$ cat src/rtl/pe_pkg.sv
`default_nettype none
// ============================================================================
// Module   : pe_pkg
// Purpose  : Shared types and constants for the pe_shift_out serializer.
//            Holds the serializer state encoding and the default word width.
// Revision : 1.0 - initial release
// ============================================================================
package pe_pkg;

  // Default width of the parallel word / serial payload.
  localparam int c_DEFAULT_DATA_W = 8;

  // Serializer states. ST_PAR is only reachable when parity is compiled in.
  typedef enum logic [1:0] {
    ST_IDLE  = 2'd0,
    ST_SHIFT = 2'd1,
    ST_PAR   = 2'd2
  } pe_state_t;

endpackage
`default_nettype wire

$ cat src/rtl/pe_hold_buffer.sv
`default_nettype none
// ============================================================================
// Module   : pe_hold_buffer
// Purpose  : One-entry holding register that parks a word accepted while the
//            shifter is still busy with the previous frame.
// Ports    : clk      - clock, rising edge
//            rst      - synchronous reset, active low (empties the buffer)
//            i_load   - capture i_data and mark the buffer full
//            i_data   - word to capture
//            i_drain  - buffer contents consumed this edge, mark empty
//            o_data   - buffered word
//            o_full   - buffer holds a word
// Revision : 1.0 - initial release
// ============================================================================
module pe_hold_buffer
  import pe_pkg::*;
#(
  parameter int DATA_W = c_DEFAULT_DATA_W
) (
  input  logic              clk,
  input  logic              rst,
  input  logic              i_load,
  input  logic [DATA_W-1:0] i_data,
  input  logic              i_drain,
  output logic [DATA_W-1:0] o_data,
  output logic              o_full
);

  logic [DATA_W-1:0] r_data;
  logic              r_full;

  // The parent only loads while the buffer is empty and only drains while it
  // is full, so load and drain never coincide; load is given priority anyway.
  always_ff @(posedge clk) begin
    if (!rst) begin
      r_data <= '0;
      r_full <= 1'b0;
    end else if (i_load) begin
      r_data <= i_data;
      r_full <= 1'b1;
    end else if (i_drain) begin
      r_full <= 1'b0;
    end
  end

  assign o_data = r_data;
  assign o_full = r_full;

endmodule
`default_nettype wire

$ cat src/rtl/pe_shift_out.sv
`default_nettype none
// ============================================================================
// Module   : pe_shift_out
// Purpose  : Parallel-to-serial frame transmitter with a one-word holding
//            buffer so back-to-back words stream out without gaps.
// Params   : DATA_W    - payload width (>= 2)
//            MSB_FIRST - 0: bit 0 sent first, 1: bit DATA_W-1 sent first
// Macro    : PE_SHIFT_OUT_PARITY_EN - append an even-parity bit to each frame
// Ports    : clk       - clock, rising edge
//            rst       - synchronous reset, active low
//            in        - parallel word
//            in_valid  - word on in is offered
//            in_ready  - word can be accepted this cycle
//            ser_out   - serial bit (registered, 0 when idle)
//            ser_valid - ser_out carries a frame bit (registered)
//            ser_last  - final bit of the frame (registered)
//            busy      - frame in progress or word buffered
// Revision : 1.0 - initial release
// ============================================================================
module pe_shift_out
  import pe_pkg::*;
#(
  parameter int DATA_W    = c_DEFAULT_DATA_W,
  parameter int MSB_FIRST = 0
) (
  input  logic              clk,
  input  logic              rst,
  input  logic [DATA_W-1:0] in,
  input  logic              in_valid,
  output logic              in_ready,
  output logic              ser_out,
  output logic              ser_valid,
  output logic              ser_last,
  output logic              busy
);

  localparam int            CW         = $clog2(DATA_W);
  localparam logic [CW-1:0] c_LAST_IDX = CW'(DATA_W - 1);
`ifndef PE_SHIFT_OUT_PARITY_EN
  localparam logic [CW-1:0] c_PENULT_IDX = CW'(DATA_W - 2);
`endif

  // The shifter is kept pre-advanced: when a bit is placed on ser_out, the
  // register already holds the remaining bits with the next one at the head.
  function automatic logic head_bit(input logic [DATA_W-1:0] w);
    return (MSB_FIRST != 0) ? w[DATA_W-1] : w[0];
  endfunction

  function automatic logic [DATA_W-1:0] advance(input logic [DATA_W-1:0] w);
    return (MSB_FIRST != 0) ? {w[DATA_W-2:0], 1'b0} : {1'b0, w[DATA_W-1:1]};
  endfunction

  pe_state_t         r_state, w_state_nxt;
  logic [CW-1:0]     r_cnt, w_cnt_nxt;
  logic [DATA_W-1:0] r_shreg, w_shreg_nxt;
  logic              r_ser_out, w_ser_out_nxt;
  logic              r_ser_valid, w_ser_valid_nxt;
  logic              r_ser_last, w_ser_last_nxt;
`ifdef PE_SHIFT_OUT_PARITY_EN
  logic              r_par, w_par_nxt;
`endif

  logic              w_buf_full;
  logic [DATA_W-1:0] w_buf_data;
  logic              w_xfer;
  logic              w_frame_end;
  logic              w_start_direct;
  logic              w_buf_load;
  logic              w_buf_drain;
  logic              w_start;
  logic [DATA_W-1:0] w_start_word;

  assign in_ready = ~w_buf_full & rst;
  assign w_xfer   = in_valid & in_ready;

  // Edge on which the last bit of the current frame is retired.
`ifdef PE_SHIFT_OUT_PARITY_EN
  assign w_frame_end = (r_state == ST_PAR);
`else
  assign w_frame_end = (r_state == ST_SHIFT) && (r_cnt == c_LAST_IDX);
`endif

  // A word offered when the shifter is free (idle, or finishing its frame
  // this very edge) goes straight into the shifter; otherwise it is parked.
  // A drain only happens while the buffer is full, which holds in_ready low,
  // so a direct start and a drain can never coincide.
  assign w_start_direct = w_xfer & ((r_state == ST_IDLE) | w_frame_end);
  assign w_buf_load     = w_xfer & ~w_start_direct;
  assign w_buf_drain    = w_frame_end & w_buf_full;
  assign w_start        = w_start_direct | w_buf_drain;
  assign w_start_word   = w_buf_drain ? w_buf_data : in;

  pe_hold_buffer #(
    .DATA_W (DATA_W)
  ) u_hold_buffer (
    .clk     (clk),
    .rst     (rst),
    .i_load  (w_buf_load),
    .i_data  (in),
    .i_drain (w_buf_drain),
    .o_data  (w_buf_data),
    .o_full  (w_buf_full)
  );

  // State register
  always_ff @(posedge clk) begin
    if (!rst) begin
      r_state <= ST_IDLE;
    end else begin
      r_state <= w_state_nxt;
    end
  end

  // Next-state logic
  always_comb begin
    w_state_nxt = r_state;
    case (r_state)
      ST_IDLE: begin
        if (w_start) w_state_nxt = ST_SHIFT;
      end
      ST_SHIFT: begin
        if (r_cnt == c_LAST_IDX) begin
`ifdef PE_SHIFT_OUT_PARITY_EN
          w_state_nxt = ST_PAR;
`else
          w_state_nxt = w_start ? ST_SHIFT : ST_IDLE;
`endif
        end
      end
`ifdef PE_SHIFT_OUT_PARITY_EN
      ST_PAR: begin
        w_state_nxt = w_start ? ST_SHIFT : ST_IDLE;
      end
`endif
      default: begin
        w_state_nxt = ST_IDLE;
      end
    endcase
  end

  // Output / datapath next values. Serial outputs default to 0 so ser_out
  // and ser_last are low whenever ser_valid is low.
  always_comb begin
    w_cnt_nxt       = r_cnt;
    w_shreg_nxt     = r_shreg;
    w_ser_out_nxt   = 1'b0;
    w_ser_valid_nxt = 1'b0;
    w_ser_last_nxt  = 1'b0;
`ifdef PE_SHIFT_OUT_PARITY_EN
    w_par_nxt       = r_par;
`endif
    if (w_start) begin
      w_cnt_nxt       = '0;
      w_shreg_nxt     = advance(w_start_word);
      w_ser_out_nxt   = head_bit(w_start_word);
      w_ser_valid_nxt = 1'b1;
`ifdef PE_SHIFT_OUT_PARITY_EN
      w_par_nxt       = ^w_start_word;
`endif
    end else if (r_state == ST_SHIFT) begin
      if (r_cnt != c_LAST_IDX) begin
        w_cnt_nxt       = r_cnt + 1'b1;
        w_shreg_nxt     = advance(r_shreg);
        w_ser_out_nxt   = head_bit(r_shreg);
        w_ser_valid_nxt = 1'b1;
`ifndef PE_SHIFT_OUT_PARITY_EN
        w_ser_last_nxt  = (r_cnt == c_PENULT_IDX);
`endif
      end
`ifdef PE_SHIFT_OUT_PARITY_EN
      else begin
        w_ser_out_nxt   = r_par;
        w_ser_valid_nxt = 1'b1;
        w_ser_last_nxt  = 1'b1;
      end
`endif
    end
  end

  // Datapath and registered serial outputs
  always_ff @(posedge clk) begin
    if (!rst) begin
      r_cnt       <= '0;
      r_shreg     <= '0;
      r_ser_out   <= 1'b0;
      r_ser_valid <= 1'b0;
      r_ser_last  <= 1'b0;
`ifdef PE_SHIFT_OUT_PARITY_EN
      r_par       <= 1'b0;
`endif
    end else begin
      r_cnt       <= w_cnt_nxt;
      r_shreg     <= w_shreg_nxt;
      r_ser_out   <= w_ser_out_nxt;
      r_ser_valid <= w_ser_valid_nxt;
      r_ser_last  <= w_ser_last_nxt;
`ifdef PE_SHIFT_OUT_PARITY_EN
      r_par       <= w_par_nxt;
`endif
    end
  end

  assign ser_out   = r_ser_out;
  assign ser_valid = r_ser_valid;
  assign ser_last  = r_ser_last;
  assign busy      = (r_state != ST_IDLE) | w_buf_full;

endmodule
`default_nettype wire

$ cat config.mk
export PLATFORM = sky130hd
export DESIGN_NAME = pe_shift_out
export DESIGN_NICKNAME = d
export VERILOG_FILES = /design/src/rtl/pe_pkg.sv /design/src/rtl/pe_hold_buffer.sv /design/src/rtl/pe_shift_out.sv
export SDC_FILE = /design/constraint.sdc
export NUM_CORES = 1
export LEC_CHECK = 0
export BUFFER_PORTS_ARGS = -buffer_cell sky130_fd_sc_hd__buf_2
export CORE_AREA = 5 5 51 53
export CTS_BUF_LIST = sky130_fd_sc_hd__clkbuf_2 sky130_fd_sc_hd__clkbuf_4 sky130_fd_sc_hd__clkbuf_8
export DETAILED_ROUTE_END_ITERATION = 8
export DIE_AREA = 0 0 56 58
export GPL_TIMING_DRIVEN = 0
export HOLD_SLACK_MARGIN = 0.1
export PLACE_DENSITY_LB_ADDON = 0.12
export SYNTH_ARGS = -nofsm -noshare
export SYNTH_HDL_FRONTEND = slang
export SYNTH_SLANG_ARGS = --single-unit
$ cat constraint.sdc
create_clock -name clk -period 2.3 [get_ports clk]
set_clock_uncertainty 0.1 [all_clocks]
set_input_delay 0.345 -clock clk [delete_from_list [all_inputs] [get_ports clk]]
set_output_delay 0.345 -clock clk [all_outputs]
set_load 0.005 [all_outputs]
* Word-level counts from Yosys, hierarchy flattened *
Cells that the tools add are included.
W data, S select, Z words.

operators by class
  add/sub/neg operators = 1
  equality and inequality tests = 6
  mux-type cells = 16
  bitwise operators = 13
  reduce and logical (&&, ||, !) cells = 11

operators by type and width
  cell                   number
  $mux W7                3
  $mux W1                9
  $mux W8                1
  $reduce_bool A2 Y1     4
  $eq A3 B3 Y1 const B   2
  $reduce_and A2 Y1      3
  $and A1 B1 Y1          5
  $not A1 Y1             5
  $mux W2                2
  $ne A2 B2 Y1 const B   2
  $pmux W2 S2            1
  $reduce_or A4 Y1       1
  $add A3 B1 Y3 const B  1
  $ne A3 B3 Y1 const B   1
  $or A1 B1 Y1           3
  $eq A2 B1 Y1 const B   1
  $logic_not A2 Y1       1
  $reduce_or A2 Y1       1
  $logic_and A1 B1 Y1    1

storage, ports and cells
  register bits = 24
  input port bits = 11
  word-level logic and storage cells = 55

* Depth between registers and ports, before layout *
Gate-level depths: netlist of run 1.

  word-level depth = 8
  gate-level depth with buffers = 8

* Hierarchy *
From an unflattened synthesis of run 1, not the netlist that was laid out.

unflattened totals
  cells, all modules = 105
  area total of the unflattened synthesis = 1,069.8 µm²

by module, submodules not included
  module          times used  cells each  area each (µm²)
  pe_shift_out    1           77          734.5
  pe_hold_buffer  1           28          335.3

* Least setup slack after synthesis of run 1 *
Ideal clock, no wire load.

  path kind = flip-flop to flip-flop
  start point = register r_cnt[0]
  end point = register r_shreg[5]
  library setup time = 118 ps
  arrival time = 1,558 ps
  path slack = 523 ps
  stages on the path, launching flop included = 9
  clock period less this slack = 1,777 ps
  cell sequence = dfxtp_1 -> ha_1 -> ha_1 -> nor2b_4 -> buf_6 -> buf_12 -> mux2_4 -> o21ai_2 -> a21oi_2

on the way
  cells in the longest elaborated chain, start to end = 7
  elaborated cells between the ends (all ways) = 12
  those cells by class = eq/ne (2); mux (2); bitwise (4); reduce/logical (4)

ends and longest elaborated chain
  element                       line                 text
  start: declaration            pe_shift_out.sv:54   logic [CW-1:0] r_cnt, w_cnt_nxt;
  start signal: assignment      pe_shift_out.sv:192  r_cnt <= w_cnt_nxt;
  $eq A3 B3 Y1                  pe_shift_out.sv:80   assign w_frame_end = (r_state == ST_SHIFT) && (r_cnt == c_LAST_IDX);
  $logic_and A1 B1 Y1           pe_shift_out.sv:80
  $or A1 B1 Y1                  pe_shift_out.sv:87   assign w_start_direct = w_xfer & ((r_state == ST_IDLE) | w_frame_end);
  $and A1 B1 Y1                 pe_shift_out.sv:87
  $or A1 B1 Y1                  pe_shift_out.sv:90   assign w_start = w_start_direct | w_buf_drain;
  $reduce_bool A2 Y1 (no line)  --
  $reduce_and A2 Y1 (no line)   --
  end signal: assignment        pe_shift_out.sv:193  r_shreg <= w_shreg_nxt;
  end: declaration              pe_shift_out.sv:55   logic [DATA_W-1:0] r_shreg, w_shreg_nxt;

Parallel ways exist; a longest one is shown, timed or not.
A chain may end at the register's enable or synchronous reset.

* Worst setup path after layout of run 1 *
  start point = register r_cnt[0]
  end point = register r_cnt[1]

on the way
  cells in the longest elaborated chain, start to end = 6
  elaborated cells between the ends (all ways) = 10
  those cells by class = add/sub (1); eq/ne (2); bitwise (4); reduce/logical (3)

ends and longest elaborated chain
  element                     line
  $eq A3 B3 Y1                pe_shift_out.sv:80
  $logic_and A1 B1 Y1         pe_shift_out.sv:80
  $or A1 B1 Y1                pe_shift_out.sv:87
  $and A1 B1 Y1               pe_shift_out.sv:87
  $or A1 B1 Y1                pe_shift_out.sv:90
  $reduce_or A2 Y1 (no line)  --

Parallel ways exist; a longest one is shown, timed or not.

==> metrics.md, run 1 <==
| Metric | Value |
|---|---|
| Run status | `finished, final reports clean` |
| Number of maximum-capacitance violations | `0` |
| Area growth syn-to-layout | `12.4%` |
| Routed wire per std cell | `12.0 um` |
| Die Outline Area | `3250 sq um` |
| Floorplan die width | `56 um` |
| Actual slew at the worst max-slew pin | `between 400 and 500 ps` |
| Setup slack of the critical path after layout | `424 ps` |
| Cell Rows | `17` |
| Crit path launch type | `flop` |
| Cell Chain, Critical Path | `ha_1 -> ha_1 -> nor2b_4 -> buf_6 -> buf_12 -> o31ai_1 -> a211oi_1` |
| Most frequent cell after synthesis | `dfxtp_1` |
| Chip height | `58 um` |
| Class of the most critical setup path | `flop to flop` |
| Cell depth of the worst flop-to-flop path | `7` |
| Leading post-synthesis cells by instance count | `dfxtp_1 (23), mux2i_1 (16), nor2b_1 (8), a21oi_1 (7)` |
| Standard cell with the maximum stage delay on the critical path | `dfxtp_1` |
| Total gr overflow | `0` |
| Final weighted congestion in routability-driven placement | `0.689` |
| Maximum clock insertion buffer count | `2` |
| Path length in cells of the critical path | `7` |
| Final HPWL DP | `roughly 1.4 mm` |
| Synth Instances | `approximately 110` |
| Setup TNS Final | `0 ps` |
| Number of warning messages in the yosys log | `0` |
| Routed Wire Length | `around 1.8 mm` |
| Portion of synthesized cell area occupied by the leading cell type | `40.8%` |
| Share of post-route cells with drive strength above 1 | `31.2%` |
| EDFF count, synth | `0` |
| Fill cell total of the finished layout | `189` |
| Net count of the mapped netlist | `120` |
| I/O pin total | `16` |
| Classification of the worst-slack hold path | `primary input to flop` |
| Synth Register Bits | `23` |
| Core Footprint | `2110 sq um` |
| Critical path arrival | `1970 ps` |
| Slew Limit Fails | `0` |
| Crit. End Element | `flop` |
| Number of antenna diodes | `0` |
| Leakage power figure | `0.000604 uW` |
| Number of global-route vias before repair | `703` |
| Buffers & Inverters on Critical Path | `2` |
| Wire length of the first global-routing pass | `3.10 mm` |
| Peak per-stage delay on the critical path | `400 ps` |
| Remaining max-slew budget at the tightest pin | `72.5%` |
| RSZ-0062 raised after global routing | `false` |
| Area of combinational cells with multiple inputs | `~610 sq um` |
| Post-detailed-route via-to-cell ratio | `5.15` |
| Antenna violations before repair | `0` |
| Insertion delay to the later sink of the worst-skew pair | `310 ps` |
| Areal power density over the cells | `about 630 nW/um^2` |
| Final Critical Period | `1880 ps` |
| Post-synthesis cell area | `1130 sq um` |
| Cell family with most CP delay | `compound AO/OA/AOI/OAI gates` |
| Share of flip-flops with an asynchronous set or reset after synthesis | `0%` |
| Number of violations reported at the end of detailed-routing iteration 0 | `2` |
| Sequential fraction of the synthesis area | `40.8%` |
| Post-synth top flop | `dfxtp_1` |
| Number of detailed-route iterations in the first pass | `2` |
| Maximum vdd drop | `528 uV` |
| Quantity of hold-fixing buffers added after cts | `0` |
| Number of cells traversed by the worst hold path | `3` |
| Total global routing track utilization | `12.1%` |
| Remaining number of nets flagged by the antenna check after routing | `0` |
| CTS clk-pin slew, worst paths | `roughly 120 ps` |
| Final setup fails | `0` |
| Starting density of the core | `a little over half` |
| Max Freq | `533 MHz` |
| Average cell area after synthesis | `10.6 sq um` |
| Worst path required time | `2390 ps` |
| Cell type with the largest total area after synthesis | `dfxtp_1` |
| Number of H-tree levels | `1` |
| Post-synthesis cell type count | `32` |
| Clock tree from TritonCTS | `yes` |
| Worst slack at placement | `414 ps` |
| Sequential standard cell area | `approximately 460 sq um` |
| Number of hold-slack violations in the final timing report | `0` |
| Detailed-route DRC error count | `0` |
| Number of port buffers | `15` |
| Post-cts sizing count | `0` |
| Total setup buffers inserted after CTS | `0` |
| Largest fanout on the critical path | `10` |
| Clock buffer count from CTS | `3` |
| Final clock period utilization by the worst path | `81.6%` |
| Most area-consuming cells after synthesis | `dfxtp_1 (41%), mux2i_1 (14%), nor2b_1 (4.4%)` |
| CTS Root Cell | `clkbuf_4` |
| Pin count of the biggest net entering global routing | `13` |
| Number of clock sinks | `23` |
| Via total after detailed routing | `788` |
| Final net count | `140` |
| Cell repeated most along the worst path | `ha_1` |
## worst register-to-register path: cells and delay by family (launching register included)
kind | cells | cell delay (ps)
compound gates | 2 | 490
flops | 1 | 400
buf+inv | 2 | 280
fa+ha+maj | 2 | 430
simple gates | 1 | 60
## state kept, by name, indices dropped and copies added, names as in the netlist
| register | count |
|---|---|
| ser_valid | 1 |
| r_shreg | 7 |
| ser_last | 1 |
| u_hold_buffer.o_full | 1 |
| r_state | 1 |
| u_hold_buffer.o_data | 8 |
| ser_out | 1 |
| r_cnt | 3 |
## layer usage
| layer | up-vias | global-route usage (%) | part of all wire (%) |
|---|---|---|---|
| met2 | 14 | 19.2 | 47 |
| met3 | 5 | 2.45 | 4.5 |
| met5 | - | 0 | 0 |
| met4 | 0 | 7.12 | 2.4 |
| met1 | 356 | 15.2 | 46 |
| li1 | 413 | - | - |
## cell usage in the layout, fill, tap and decap left out
cell,n
a211oi_1,1
a21oi_1,7
a21oi_2,2
and2_1,1
and2b_1,1
and2b_4,1
buf_12,1
buf_2,15
buf_6,3
clkbuf_1,1
clkbuf_4,4
dfxtp_1,23
ha_1,3
inv_1,1
mux2_2,4
mux2_4,1
mux2i_1,16
nand2_1,5
nand3_1,3
nand3_2,1
nand3_4,1
nor2_1,5
nor2b_1,8
nor2b_4,1
nor3_4,1
o2111ai_1,1
o211ai_1,1
o21a_1,2
o21ai_0,5
o21ai_2,2
o31ai_1,1
or2_2,1
or2b_2,1
xnor2_1,1
## stage by stage
step           hold slack, ps  util [%]  total power [uW]  std cells  area [sq um]
3_5_place_dp              362      58.8               612        149          1240
2_1_floorplan             339         -               572        106          1130
4_1_cts                   188      60.2               807        153          1270
6_report                  189      60.2               802        153          1270
5_1_grt                   189      60.2               849        153          1270
3_3_place_gp              349      58.8               608        149          1240
## report_power, final
| group | switching [uW] | total [uW] | internal [uW] |
|---|---|---|---|
| Clock | 121 | 201 | 79.5 |
| Sequential | 16.7 | 443 | 426 |
| Combinational | 73.8 | 158 | 84.6 |
| Total | 212 | 802 | 590 |
## path summary, 6_finish.rpt
| path | from | endpoint | slack [ps] |
|---|---|---|---|
| worst min register to register | r_cnt[2] | ser_last | 370 |
| worst min-delay path | in[5] | u_hold_buffer.o_data[5] | 190 |
| worst max register to register | r_cnt[0] | r_cnt[1] | 420 |
| worst max-delay path | r_cnt[0] | r_cnt[1] | 420 |
## layout make-up
| cell class | instances | share of cell area, % |
|---|---|---|
| timing repair buffer | 15 | 5.92 |
| multi-input combinational | 77 | 47.8 |
| clock buffer | 4 | 2.37 |
| inverter | 1 | 0.296 |
| sequential | 23 | 36.3 |
| tap | 28 | 2.76 |
| buffer | 5 | 4.54 |
## cell families (layout without fill, tap and decap cells)
group,count (synthesis),in the layout,synth area share [%]
AOI/OAI and AO/OA,22,22,12.5
adders and majority gates,3,3,3.33
DFF,23,23,40.8
and+or+nand+nor,30,30,17.6
buffers and inverters,6,25,5.43
xor gates and xnor gates,1,1,0.776
muxes,21,21,19.5
No activity file was read; power rests on OpenSTA's default activity.
==> run 2, diff against run 1 <==
--- a/config.mk
+++ b/config.mk
@@ -5,11 +5,12 @@
 export SDC_FILE = /design/constraint.sdc
 export NUM_CORES = 1
 export LEC_CHECK = 0
+export ABC_AREA = 1
 export BUFFER_PORTS_ARGS = -buffer_cell sky130_fd_sc_hd__buf_2
-export CORE_AREA = 5 5 51 53
+export CORE_AREA = 5 5 54 56
 export CTS_BUF_LIST = sky130_fd_sc_hd__clkbuf_2 sky130_fd_sc_hd__clkbuf_4 sky130_fd_sc_hd__clkbuf_8
 export DETAILED_ROUTE_END_ITERATION = 8
-export DIE_AREA = 0 0 56 58
+export DIE_AREA = 0 0 59 61
 export GPL_TIMING_DRIVEN = 0
 export HOLD_SLACK_MARGIN = 0.1
 export PLACE_DENSITY_LB_ADDON = 0.12
==> constraint.sdc (replaced) <==
create_clock -name clk -period 1.68 [get_ports clk]
set_clock_uncertainty 0.1 [all_clocks]
set_input_delay 0.252 -clock clk [delete_from_list [all_inputs] [get_ports clk]]
set_output_delay 0.252 -clock clk [all_outputs]
set_load 0.005 [all_outputs]
==> run 2 against run 1 <==
Effect of this change: flip-flop and latch count unchanged; design area grew 22%; hold slack got worse by 56 ps; sequential share of layout area down 6.3 points; register-to-register slack got worse by 390 ps; synthesized cell count rose by 47%; sequential power increased by 31%; fmax grew 14%; critical endpoint is now r_shreg[3]; largest power group unchanged; largest cell class unchanged; critical path depth grew 3.
==> metrics.md, run 2 <==
| Metric | Value |
|---|---|
| Average cell area after synthesis | `7.71 sq um (-28%)` |
| Overall power of the completed layout | `1050 uW (+31%)` |
| Clock tree from TritonCTS | `yes` |
| Global routing usage on met2 | `26.3% (+7.1 points)` |
| Critical path arrival | `1740 ps (-230 ps)` |
| Crit. End Element | `flop` |
| Leading post-synthesis cells by instance count | `nand2_1 (39), dfxtp_1 (23), a21oi_1 (18), inv_1 (17), nand4_1 (12)` |
| Number of maximum-capacitance violations | `0 (unchanged)` |
| Share of post-route cells with drive strength above 1 | `33.3% (+2.1 points)` |
| Crit path launch type | `flop` |
| Most common cell after layout, fill and taps aside | `nand2_1` |
| I/O pin total | `16 (unchanged)` |
| CTS clk-pin slew, worst paths | `130 ps (about the same)` |
| Routed Wire Length | `2.99 mm (+63%)` |
| Final Critical Period | `1650 ps (-231 ps)` |
| Clock buffer count from CTS | `3 (unchanged)` |
| Actual slew at the worst max-slew pin | `520 ps (+110 ps)` |
| GR peak layer | `met2` |
| Insertion delay to the later sink of the worst-skew pair | `310 ps (about the same)` |
| Total global routing track utilization | `16.0% (+4.0 points)` |
| Number of warning messages in the yosys log | `0 (unchanged)` |
| Remaining max-slew budget at the tightest pin | `65.3% (-7.1 points)` |
| CTS Root Cell | `clkbuf_4` |
| Number of clock sinks | `23 (unchanged)` |
| Starting density of the core | `50.4% (-3.2 points)` |
| Remaining number of nets flagged by the antenna check after routing | `0 (unchanged)` |
| Number of detailed-route iterations in the first pass | `5 (+3)` |
| Largest fanout on the critical path | `5 (-5)` |
| Cell depth of the worst flop-to-flop path | `10 (+3)` |
| Routed wire per std cell | `13.8 um (+16%)` |
| Portion of synthesized cell area occupied by the leading cell type | `38.3% (-2.5 points)` |
| Number of port buffers | `15 (unchanged)` |
| Sequential fraction of the synthesis area | `38.3% (-2.5 points)` |
| Classification of the worst-slack hold path | `primary input to flop` |
| Final weighted congestion in routability-driven placement | `0.753 (+9.3%)` |
| Worst-case hold path end point | `u_hold_buffer.o_data[0]` |
| Number of flip-flops in the largest register | `8 (unchanged)` |
| Run status | `finished, final reports clean` |
| Number of violations reported at the end of detailed-routing iteration 0 | `42 (+40)` |
| Most area-consuming cells after synthesis | `dfxtp_1 (38%), nand2_1 (12%), a21oi_1 (7.5%)` |
| Commonest cells after routing, fill and taps aside | `nand2_1 (37), dfxtp_1 (21), inv_1 (17), a21oi_1 (16), buf_2 (15)` |
| Max Freq | `608 MHz (+14%)` |
| Class of the most critical setup path | `flop to flop` |
| Slew Limit Fails | `0 (unchanged)` |
| Cell Rows | `18 (+1)` |
| EDFF count, synth | `0 (unchanged)` |
| Cell type with the largest total area after synthesis | `dfxtp_1` |
| Quantity of hold-fixing buffers added after cts | `0 (unchanged)` |
| RSZ-0062 raised after global routing | `true` |
| Post-synthesis cell area | `1200 sq um (+6.5%)` |
| Worst R2R Start | `r_cnt[1]` |
| Number of global-route vias before repair | `1002 (+43%)` |
| Via total after detailed routing | `1144 (+45%)` |
| Share of flip-flops with an asynchronous set or reset after synthesis | `0% (unchanged)` |
| Synth Instances | `156 (+47%)` |
| Final setup fails | `0 (unchanged)` |
| Synth Register Bits | `23 (unchanged)` |
| Pin count of the biggest net entering global routing | `13 (unchanged)` |
| Setup TNS Final | `0 ps (unchanged)` |
| Wire length of the first global-routing pass | `4.41 mm (+42%)` |
| Number of cells traversed by the worst hold path | `3 (unchanged)` |
| Met1 track utilization from global routing | `21.0% (+5.8 points)` |
| Die Outline Area | `3600 sq um (+11%)` |
| Final clock period utilization by the worst path | `98.0% (+16 points)` |
| Worst path required time | `1780 ps (-610 ps)` |
| Post-synthesis cell type count | `23 (-28%)` |
| Core Footprint | `2390 sq um (+13%)` |
| Number of antenna diodes | `0 (unchanged)` |
| Areal power density over the cells | `677 nW/um^2 (+7.1%)` |
| Maximum clock insertion buffer count | `2 (unchanged)` |
| Hold path startpoint | `in[0]` |
| Final HPWL DP | `1.85 mm (+32%)` |
| Floorplan die width | `59 um (+5.4%)` |
| Final net count | `201 (+44%)` |
| Net count of the mapped netlist | `170 (+42%)` |
| Setup slack of the worst register-to-register path | `30 ps (-390 ps)` |
| Post-detailed-route via-to-cell ratio | `5.30 (+2.8%)` |
| CP startpoint | `r_cnt[1]` |
| Fill cell total of the finished layout | `208 (+10%)` |
| Total gr overflow | `0 (unchanged)` |
| Antenna violations before repair | `0 (unchanged)` |
| Number of H-tree levels | `1 (unchanged)` |
| Number of hold-slack violations in the final timing report | `0 (unchanged)` |
| Detailed-route DRC error count | `0 (unchanged)` |
| Leakage power figure | `0.000680 uW (+13%)` |
| Area growth syn-to-layout | `29.1%` |
| Maximum vdd drop | `515 uV (-2.5%)` |
| Crit Reg-Reg Endpoint | `r_shreg[3]` |
| Post-synth top flop | `dfxtp_1` |
| Chip height | `61 um (+5.2%)` |
| Most frequent cell after synthesis | `nand2_1` |
| Met3 GRT Util | `2.34% (-0.11 points)` |
[run 2: cell types whose count changed after synthesis, sizes merged, moves of 7 or more]
cell,previous run,this run
inv,1,20
nor2b,9,0
nand3,5,12
nand2,5,42
nand4,0,12
a21oi,9,19
mux2i,16,0
[run 2: worst max-delay path by stage]
stage / depth (start not counted) / slack, ps / end
final: 10 / 30 / r_shreg[3]
after global routing: 10 / -50 / r_shreg[2]
after CTS: 10 / -2 / r_shreg[0]
after detailed placement: 10 / -4 / u_hold_buffer.o_full
after global placement: 10 / 20 / u_hold_buffer.o_full
after floorplan: 10 / 140 / u_hold_buffer.o_full
[run 2: worst max-delay path, stage by stage, from the launching register on]
cell     delay (ps)
dfxtp_4         380
ha_4            160
ha_4            150
buf_8           120
buf_4           140
nand3_2         160
nand2_1          70
nand2_1          70
nand2_1          60
nand2_1          70
a21oi_1          60
[run 2: layer usage]
| layer | vias to the layer above | part of all wire, % |
|---|---|---|
| met3 | 2 | 6.0 |
| met5 | - | 0 |
| li1 | 582 | - |
| met4 | 0 | 0.50 |
| met2 | 38 | 48 |
| met1 | 522 | 45 |
[run 2: cell families (layout without fill, tap and decap cells)]
kind of cell | after synthesis | after routing | synth area share (%)
flip-flops | 23 | 23 | 38.3
AO/OA/AOI/OAI | 31 | 31 | 13.5
AND/OR/NAND/NOR | 70 | 73 | 31.9
buffers and inverters | 29 | 56 | 13.1
adder cells (fa/ha/maj) | 3 | 3 | 3.12
[run 2: through the flow]
stage	setup slack, ps	std cells	util [%]	hold slack [ps]	area [sq um]
after global routing	-52.1	216	65.0	124	1550
after detailed placement	-4.48	201	55.1	351	1320
after floorplan	137	156	-	329	1200
final	34.3	216	65.0	133	1550
after global placement	24.0	201	55.1	342	1320
after CTS	-2.35	206	56.9	118	1360
[run 2: final cells by class]
type                       instances  area (sq um)  area share [%]
tap                               30          37.5            2.42
timing repair buffer              23           170            11.0
buffer                             9          97.6            6.29
inverter                          20          82.6            5.32
sequential                        23           465            30.0
clock buffer                       4          30.0            1.93
multi-input combinational        107           669            43.1
[run 2: power breakdown]
part | internal (uW) | total (uW) | switching, uW
clock network | 109 | 270 | 162
logic | 84.1 | 200 | 116
registers | 570 | 581 | 11.0
[run 2: repair_timing]
| action | in CTS | in global routing |
|---|---|---|
| gates resized for setup | 3 | 20 |
| endpoints found under the setup margin | 4 | 23 |
| pin swaps | 0 | 4 |
| cloned | 1 | 5 |
| buffers inserted | 0 | 5 |
